<file path="src/rtl/laplacian_pkg.sv">
// Shared types and constants for the Laplacian window controller.
package laplacian_pkg;

  localparam int unsigned DEF_IMG_W = 64;
  localparam int unsigned DEF_IMG_H = 64;
  localparam int unsigned DEF_PIX_W = 8;

  // Number of taps in the 3x3 window
  localparam int unsigned WIN_N = 9;

  // Window tap indices, row-major from top-left
  localparam logic [3:0] P_TL = 4'd0;
  localparam logic [3:0] P_TM = 4'd1;
  localparam logic [3:0] P_TR = 4'd2;
  localparam logic [3:0] P_ML = 4'd3;
  localparam logic [3:0] P_C  = 4'd4;
  localparam logic [3:0] P_MR = 4'd5;
  localparam logic [3:0] P_BL = 4'd6;
  localparam logic [3:0] P_BM = 4'd7;
  localparam logic [3:0] P_BR = 4'd8;

  typedef enum logic [1:0] {
    IDLE   = 2'd0,
    ACTIVE = 2'd1,
    FLUSH  = 2'd2
  } state_e;

endpackage

</file>
<file path="src/rtl/lap_line_buffer.sv">
// Single-port line buffer: combinational read of the old word, synchronous write.
module lap_line_buffer #(
  parameter  int unsigned DEPTH = 64,
  parameter  int unsigned WIDTH = 8,
  localparam int unsigned AW    = $clog2(DEPTH)
) (
  input  logic             clk,
  input  logic             we_i,
  input  logic [AW-1:0]    addr_i,
  input  logic [WIDTH-1:0] wdata_i,
  output logic [WIDTH-1:0] rdata_o
);

  logic [WIDTH-1:0] mem_q [DEPTH];

  // Storage write; contents need no reset
  always_ff @(posedge clk) begin
    if (we_i) begin
      mem_q[addr_i] <= wdata_i;
    end
  end

  // Read returns the word before this cycle's write lands
  assign rdata_o = mem_q[addr_i];

endmodule

</file>
<file path="src/rtl/laplacian_window_ctrl.sv">
// Raster-scan 3x3 window sequencer feeding the Laplacian kernel.
module laplacian_window_ctrl
  import laplacian_pkg::*;
#(
  parameter int unsigned IMG_W = DEF_IMG_W,
  parameter int unsigned IMG_H = DEF_IMG_H,
  parameter int unsigned PIX_W = DEF_PIX_W
) (
  input  logic             clk,
  input  logic             rst,
  input  logic             start,
  input  logic             in_valid,
  output logic             in_ready,
  input  logic [PIX_W-1:0] in_pixel,
  output logic             out_valid,
  input  logic             out_ready,
  output logic [PIX_W-1:0] p1,
  output logic [PIX_W-1:0] p2,
  output logic [PIX_W-1:0] p3,
  output logic [PIX_W-1:0] p4,
  output logic [PIX_W-1:0] p5,
  output logic [PIX_W-1:0] p6,
  output logic [PIX_W-1:0] p7,
  output logic [PIX_W-1:0] p8,
  output logic [PIX_W-1:0] p9,
  output logic             out_last,
  output logic             busy,
  output logic             frame_done
);

  localparam int unsigned COL_W = $clog2(IMG_W);
  localparam int unsigned ROW_W = $clog2(IMG_H);
  localparam logic [COL_W-1:0] COL_MAX = COL_W'(IMG_W - 1);
  localparam logic [ROW_W-1:0] ROW_MAX = ROW_W'(IMG_H - 1);

  state_e state_q, state_d;
  logic [COL_W-1:0] col_q, col_d;
  logic [ROW_W-1:0] row_q, row_d;
  logic [WIN_N-1:0][PIX_W-1:0] win_q, win_d;
  logic out_valid_q, out_valid_d;
  logic out_last_q, out_last_d;
  logic frame_done_q, frame_done_d;
  logic busy_q, busy_d;

  logic             accept;
  logic             last_pix;
  logic             emit;
  logic             last_taken;
  logic [PIX_W-1:0] lb0_rdata;
  logic [PIX_W-1:0] lb1_rdata;

  // Handshake and position qualifiers
  always_comb begin
    in_ready   = (state_q == ACTIVE) && (!out_valid_q || out_ready);
    accept     = in_valid && in_ready;
    last_pix   = (row_q == ROW_MAX) && (col_q == COL_MAX);
    emit       = accept && (row_q >= ROW_W'(2)) && (col_q >= COL_W'(2));
    last_taken = out_valid_q && out_ready && out_last_q;
  end

  // lb0 holds row r-1; lb1 holds row r-2 (fed from lb0's old word)
  lap_line_buffer #(
    .DEPTH (IMG_W),
    .WIDTH (PIX_W)
  ) u_lb0 (
    .clk     (clk),
    .we_i    (accept),
    .addr_i  (col_q),
    .wdata_i (in_pixel),
    .rdata_o (lb0_rdata)
  );

  lap_line_buffer #(
    .DEPTH (IMG_W),
    .WIDTH (PIX_W)
  ) u_lb1 (
    .clk     (clk),
    .we_i    (accept),
    .addr_i  (col_q),
    .wdata_i (lb0_rdata),
    .rdata_o (lb1_rdata)
  );

  // Frame sequencing: next state and frame_done pulse
  always_comb begin
    state_d      = state_q;
    frame_done_d = 1'b0;
    case (state_q)
      IDLE: begin
        if (start) begin
          state_d = ACTIVE;
        end
      end
      ACTIVE: begin
        if (accept && last_pix) begin
          state_d = FLUSH;
        end
      end
      FLUSH: begin
        if (last_taken) begin
          state_d      = IDLE;
          frame_done_d = 1'b1;
        end
      end
      default: state_d = IDLE;
    endcase
    busy_d = (state_d != IDLE);
  end

  // Raster position counters
  always_comb begin
    col_d = col_q;
    row_d = row_q;
    if (state_q == IDLE && start) begin
      col_d = '0;
      row_d = '0;
    end else if (accept) begin
      if (col_q == COL_MAX) begin
        col_d = '0;
        row_d = (row_q == ROW_MAX) ? '0 : row_q + ROW_W'(1);
      end else begin
        col_d = col_q + COL_W'(1);
      end
    end
  end

  // Window shift: left one column, new right column from buffers and input
  always_comb begin
    win_d = win_q;
    if (accept) begin
      win_d[P_TL] = win_q[P_TM];
      win_d[P_TM] = win_q[P_TR];
      win_d[P_TR] = lb1_rdata;
      win_d[P_ML] = win_q[P_C];
      win_d[P_C]  = win_q[P_MR];
      win_d[P_MR] = lb0_rdata;
      win_d[P_BL] = win_q[P_BM];
      win_d[P_BM] = win_q[P_BR];
      win_d[P_BR] = in_pixel;
    end
  end

  // Output valid/last: load on emit, clear on acceptance, hold on stall
  always_comb begin
    out_valid_d = out_valid_q;
    out_last_d  = out_last_q;
    if (emit) begin
      out_valid_d = 1'b1;
      out_last_d  = last_pix;
    end else if (out_valid_q && out_ready) begin
      out_valid_d = 1'b0;
      out_last_d  = 1'b0;
    end
  end

  // State register and all output registers
  always_ff @(posedge clk or posedge rst) begin
    if (rst) begin
      state_q      <= IDLE;
      col_q        <= '0;
      row_q        <= '0;
      win_q        <= '0;
      out_valid_q  <= 1'b0;
      out_last_q   <= 1'b0;
      frame_done_q <= 1'b0;
      busy_q       <= 1'b0;
    end else begin
      state_q      <= state_d;
      col_q        <= col_d;
      row_q        <= row_d;
      win_q        <= win_d;
      out_valid_q  <= out_valid_d;
      out_last_q   <= out_last_d;
      frame_done_q <= frame_done_d;
      busy_q       <= busy_d;
    end
  end

  assign out_valid  = out_valid_q;
  assign out_last   = out_last_q;
  assign frame_done = frame_done_q;
  assign busy       = busy_q;
  assign p1 = win_q[P_TL];
  assign p2 = win_q[P_TM];
  assign p3 = win_q[P_TR];
  assign p4 = win_q[P_ML];
  assign p5 = win_q[P_C];
  assign p6 = win_q[P_MR];
  assign p7 = win_q[P_BL];
  assign p8 = win_q[P_BM];
  assign p9 = win_q[P_BR];

endmodule

</file>
<file path="config.mk">
export PLATFORM = sky130hd
export DESIGN_NAME = laplacian_window_ctrl
export DESIGN_NICKNAME = d
export VERILOG_FILES = /design/src/rtl/laplacian_pkg.sv /design/src/rtl/lap_line_buffer.sv /design/src/rtl/laplacian_window_ctrl.sv
export SDC_FILE = /design/constraint.sdc
export NUM_CORES = 1
export LEC_CHECK = 0
export ABC_AREA = 1
export CAP_MARGIN = 10
export CORE_MARGIN = 4
export CORE_UTILIZATION = 25
export DETAILED_ROUTE_END_ITERATION = 6
export PLACE_DENSITY_LB_ADDON = 0.08
export SLEW_MARGIN = 25
export SYNTH_ARGS = -nofsm -noshare
export SYNTH_HDL_FRONTEND = slang
export SYNTH_SLANG_ARGS = --single-unit
export TNS_END_PERCENT = 30
</file>
<file path="constraint.sdc">
create_clock -name clk -period 7.1 [get_ports clk]
set_clock_uncertainty 0.2 [all_clocks]
set_input_delay 1.065 -clock clk [delete_from_list [all_inputs] [get_ports clk]]
set_output_delay 1.065 -clock clk [all_outputs]
set_load 0.02 [all_outputs]
</file>
==> results_dict.tcl <==
set metrics [dict create \
    die_w_um 441 \
    first_iter_violations 2245 \
    critPathMaxFanout 99 \
    nNetsFinal 4779 \
    dieHeight_um 441 \
    wl_per_cell_um 21.6 \
    period_minus_slack_ps 4460 \
    ys_seq_area_share_pct 70.4 \
    ys.flop_type "edfxtp_1" \
    synthDistinctLibCells 31 \
    synth_cells 4652 \
    syn_to_final_growth_pct 17.2 \
    clock_latency_ps 780 \
    power.leakage_nw 22.7 \
    n_fill_cell 19400 \
    antenna_found_initial 9 \
    drc 0 \
    h-tree-depth 4 \
    cts_tree "built" \
    cts_resized 0 \
    dp_slack_ps 2240 \
    grt_pass1_wl_um 229000 \
    slew-limit-headroom_pct 29.6 \
    drive_gt1_share_pct 6.71 \
    finalSetupTns_ps 0 \
    row_count 158 \
    cts_hold_buf 0 \
    drtPass1Iterations 5 \
    start_util_pct 25.2 \
    synth_nets 4669 \
    slowest_stage "dfrtp_4" \
    avgSynthCellArea_um2 10.1 \
    cp-end-kind "flip-flop" \
    core_area_um2 186000 \
    hold_violations 0 \
    cts_setup_buffers 0 \
    finalCritPeriodShare_pct 62.8 \
    crit_chain "buf_12 > nand2_1 > nor2_1 > inv_1 > nor2_2" \
    dpl.hpwl_um 86300 \
    drt-total-wl_um 158000 \
    routed_via_density 4.24 \
    drv_cap 0 \
    worstMarginPinSlew_ps 1060 \
    netlist_area_um2 46900 \
    status "finished, final reports clean" \
    dp_cells 7103 \
    slowest_delay_ps 970 \
    ir_drop_uv 428 \
    finalSetupViolCount 0 \
    grt_pass1_vias 31000 \
    synth_seq_cells 1114 \
    path_class "flip-flop to flip-flop" \
    place_congestion 0.769 \
    ios 90 \
    startpoint_type "flip-flop" \
    p_per_area_nw_per_um2 448 \
    arrival_ps 4630 \
    fmax_mhz 224 \
    slew_violations 0 \
    setup_ws_ps 2640 \
    grt.total_usage_pct 16.3 \
    gr-total-overflow 0 \
    die_area_um2 195000 \
    hold_path.class "flip-flop to flip-flop" \
    cts.sinks 1114 \
    ant_nets 0 \
    num_vias 31200 \
    synth_warnings 0 \
    cts-root-buf "clkbuf_16" \
    synth-edff-count 1024 \
    numCtsBuffers 136 \
    rsz0062_at_grt "false" \
    async_flop_share_pct 8.08 \
    final_cells 7343 \
    clk_pin_slew_ps 60 \
    required_ps 7280 \
    clockBufferDepth 3 \
    grt_max_degree 164 \
    port_buffers 89 \
]
## worst paths after layout
path	cells past startpoint	slack [ps]	start	end
min in group asynchronous	2	600	rst	p6[5]$_DFFE_PP0P_
max in group asynchronous	3	5040	rst	col_q[2]$_DFFE_PP0P_
hold reg to reg	1	240	state_q[0]$_DFF_PP0_	frame_done$_DFF_PP0_
setup / recovery	5	2640	col_q[1]$_DFFE_PP0P_	u_lb1.mem_q[10][6]$_DFFE_PP_
setup reg to reg	5	2640	col_q[1]$_DFFE_PP0P_	u_lb1.mem_q[10][6]$_DFFE_PP_
hold / removal	1	240	state_q[0]$_DFF_PP0_	frame_done$_DFF_PP0_
## cell usage after synthesis, drive strengths merged (2+ instances only)
library cell  count  share of area, %
a21oi             5             0.053
buf             187               2.2
clkbuf           36              0.29
dfrtp            90               4.8
edfxtp         1024                66
ha                4              0.11
inv              87              0.70
nand2          2977                24
nand3            27              0.29
nand3b            2             0.032
nand4             3             0.040
nor2            133               1.1
nor3             12              0.26
nor4              4             0.053
o211ai            2             0.032
o21ai            52              0.56
o22ai             2             0.027
or2               2             0.027
## per-layer routing
layer  up-vias  part of all wire (%)  global-route usage, %
met5         -                     0                      0
met4         0                   2.2                   4.28
met3       181                   3.8                   2.43
met2       540                    46                   26.0
met1     15200                    48                   22.9
li1      15200                     -                      -
## layout make-up
type / count / area (um2) / area share, %
inverter: 87 / 355 / 0.647
sequential: 1114 / 33000 / 60.1
clock buffer: 177 / 3660 / 6.66
antenna: 4 / 10.0 / 0.0182
tap: 2480 / 3100 / 5.65
clock inverter: 58 / 412 / 0.749
timing repair buffer: 195 / 1850 / 3.37
multi-input combinational: 3228 / 12500 / 22.8
## critical path: cells and delay by family, from the launching register on
family                 cells  cell delay (ps)
buffers and inverters      2             1020
flip-flops                 1              970
AND/OR/NAND/NOR            3             1740
## report_power, final
part           internal [mW]  switching [mW]  total [mW]
Sequential              8.82           0.277        9.09
Clock                   3.68            2.83        6.51
Combinational           1.91            7.11        9.02
## registers in the layout, indices dropped and copies added (netlist names), 8 cells and up
register     flops
p5               8
p9               8
p2               8
p8               8
p3               8
u_lb1.mem_q    512
p1               8
p6               8
u_lb0.mem_q    512
p7               8
p4               8
## placed cells by master, fill, tap and decap left out, types with 2 or more instances in the layout
master	n
nand2_1	2966
edfxtp_1	1024
clkbuf_16	139
nor2_1	120
buf_4	98
dfrtp_1	87
clkdlybuf4s50_1	81
inv_1	79
o21ai_0	51
clkbuf_1	34
clkinv_1	33
nand3_1	27
buf_12	14
nor2_2	12
clkinv_2	12
nand2_4	5
a21oi_1	5
nor3_1	5
clkinv_8	5
diode_2	4
inv_16	4
inv_2	4
nor3_4	4
ha_1	4
clkbuf_8	4
nor3_2	3
nand2_2	3
nand4_1	3
nand2_8	3
inv_6	3
dfrtp_4	3
inv_4	2
o211ai_1	2
or2_0	2
nand3b_1	2
nor4_1	2
nor4_2	2
o22ai_1	2
buf_6	2
## cell families after synthesis
group	Yosys count	share of synthesized area, %
AOI/OAI and AO/OA	63	0.699
and+or+nand+nor	3160	25.6
xor gates and xnor gates	1	0.0187
adders and majority gates	4	0.107
buffers and inverters	310	3.15
DFF	1114	70.4
## through the flow
stage	hold WS [ps]	power, mW	util (%)	area [um2]
after floorplan	210	14.2	-	46900
after global placement	233	18.6	27.3	50800
after detailed placement	231	18.6	27.3	50800
after CTS	238	25.2	29.5	54900
after global routing	279	26.3	29.5	54900
final	241	24.6	29.5	54900
Note: power is estimated with default switching activity, not from simulation.
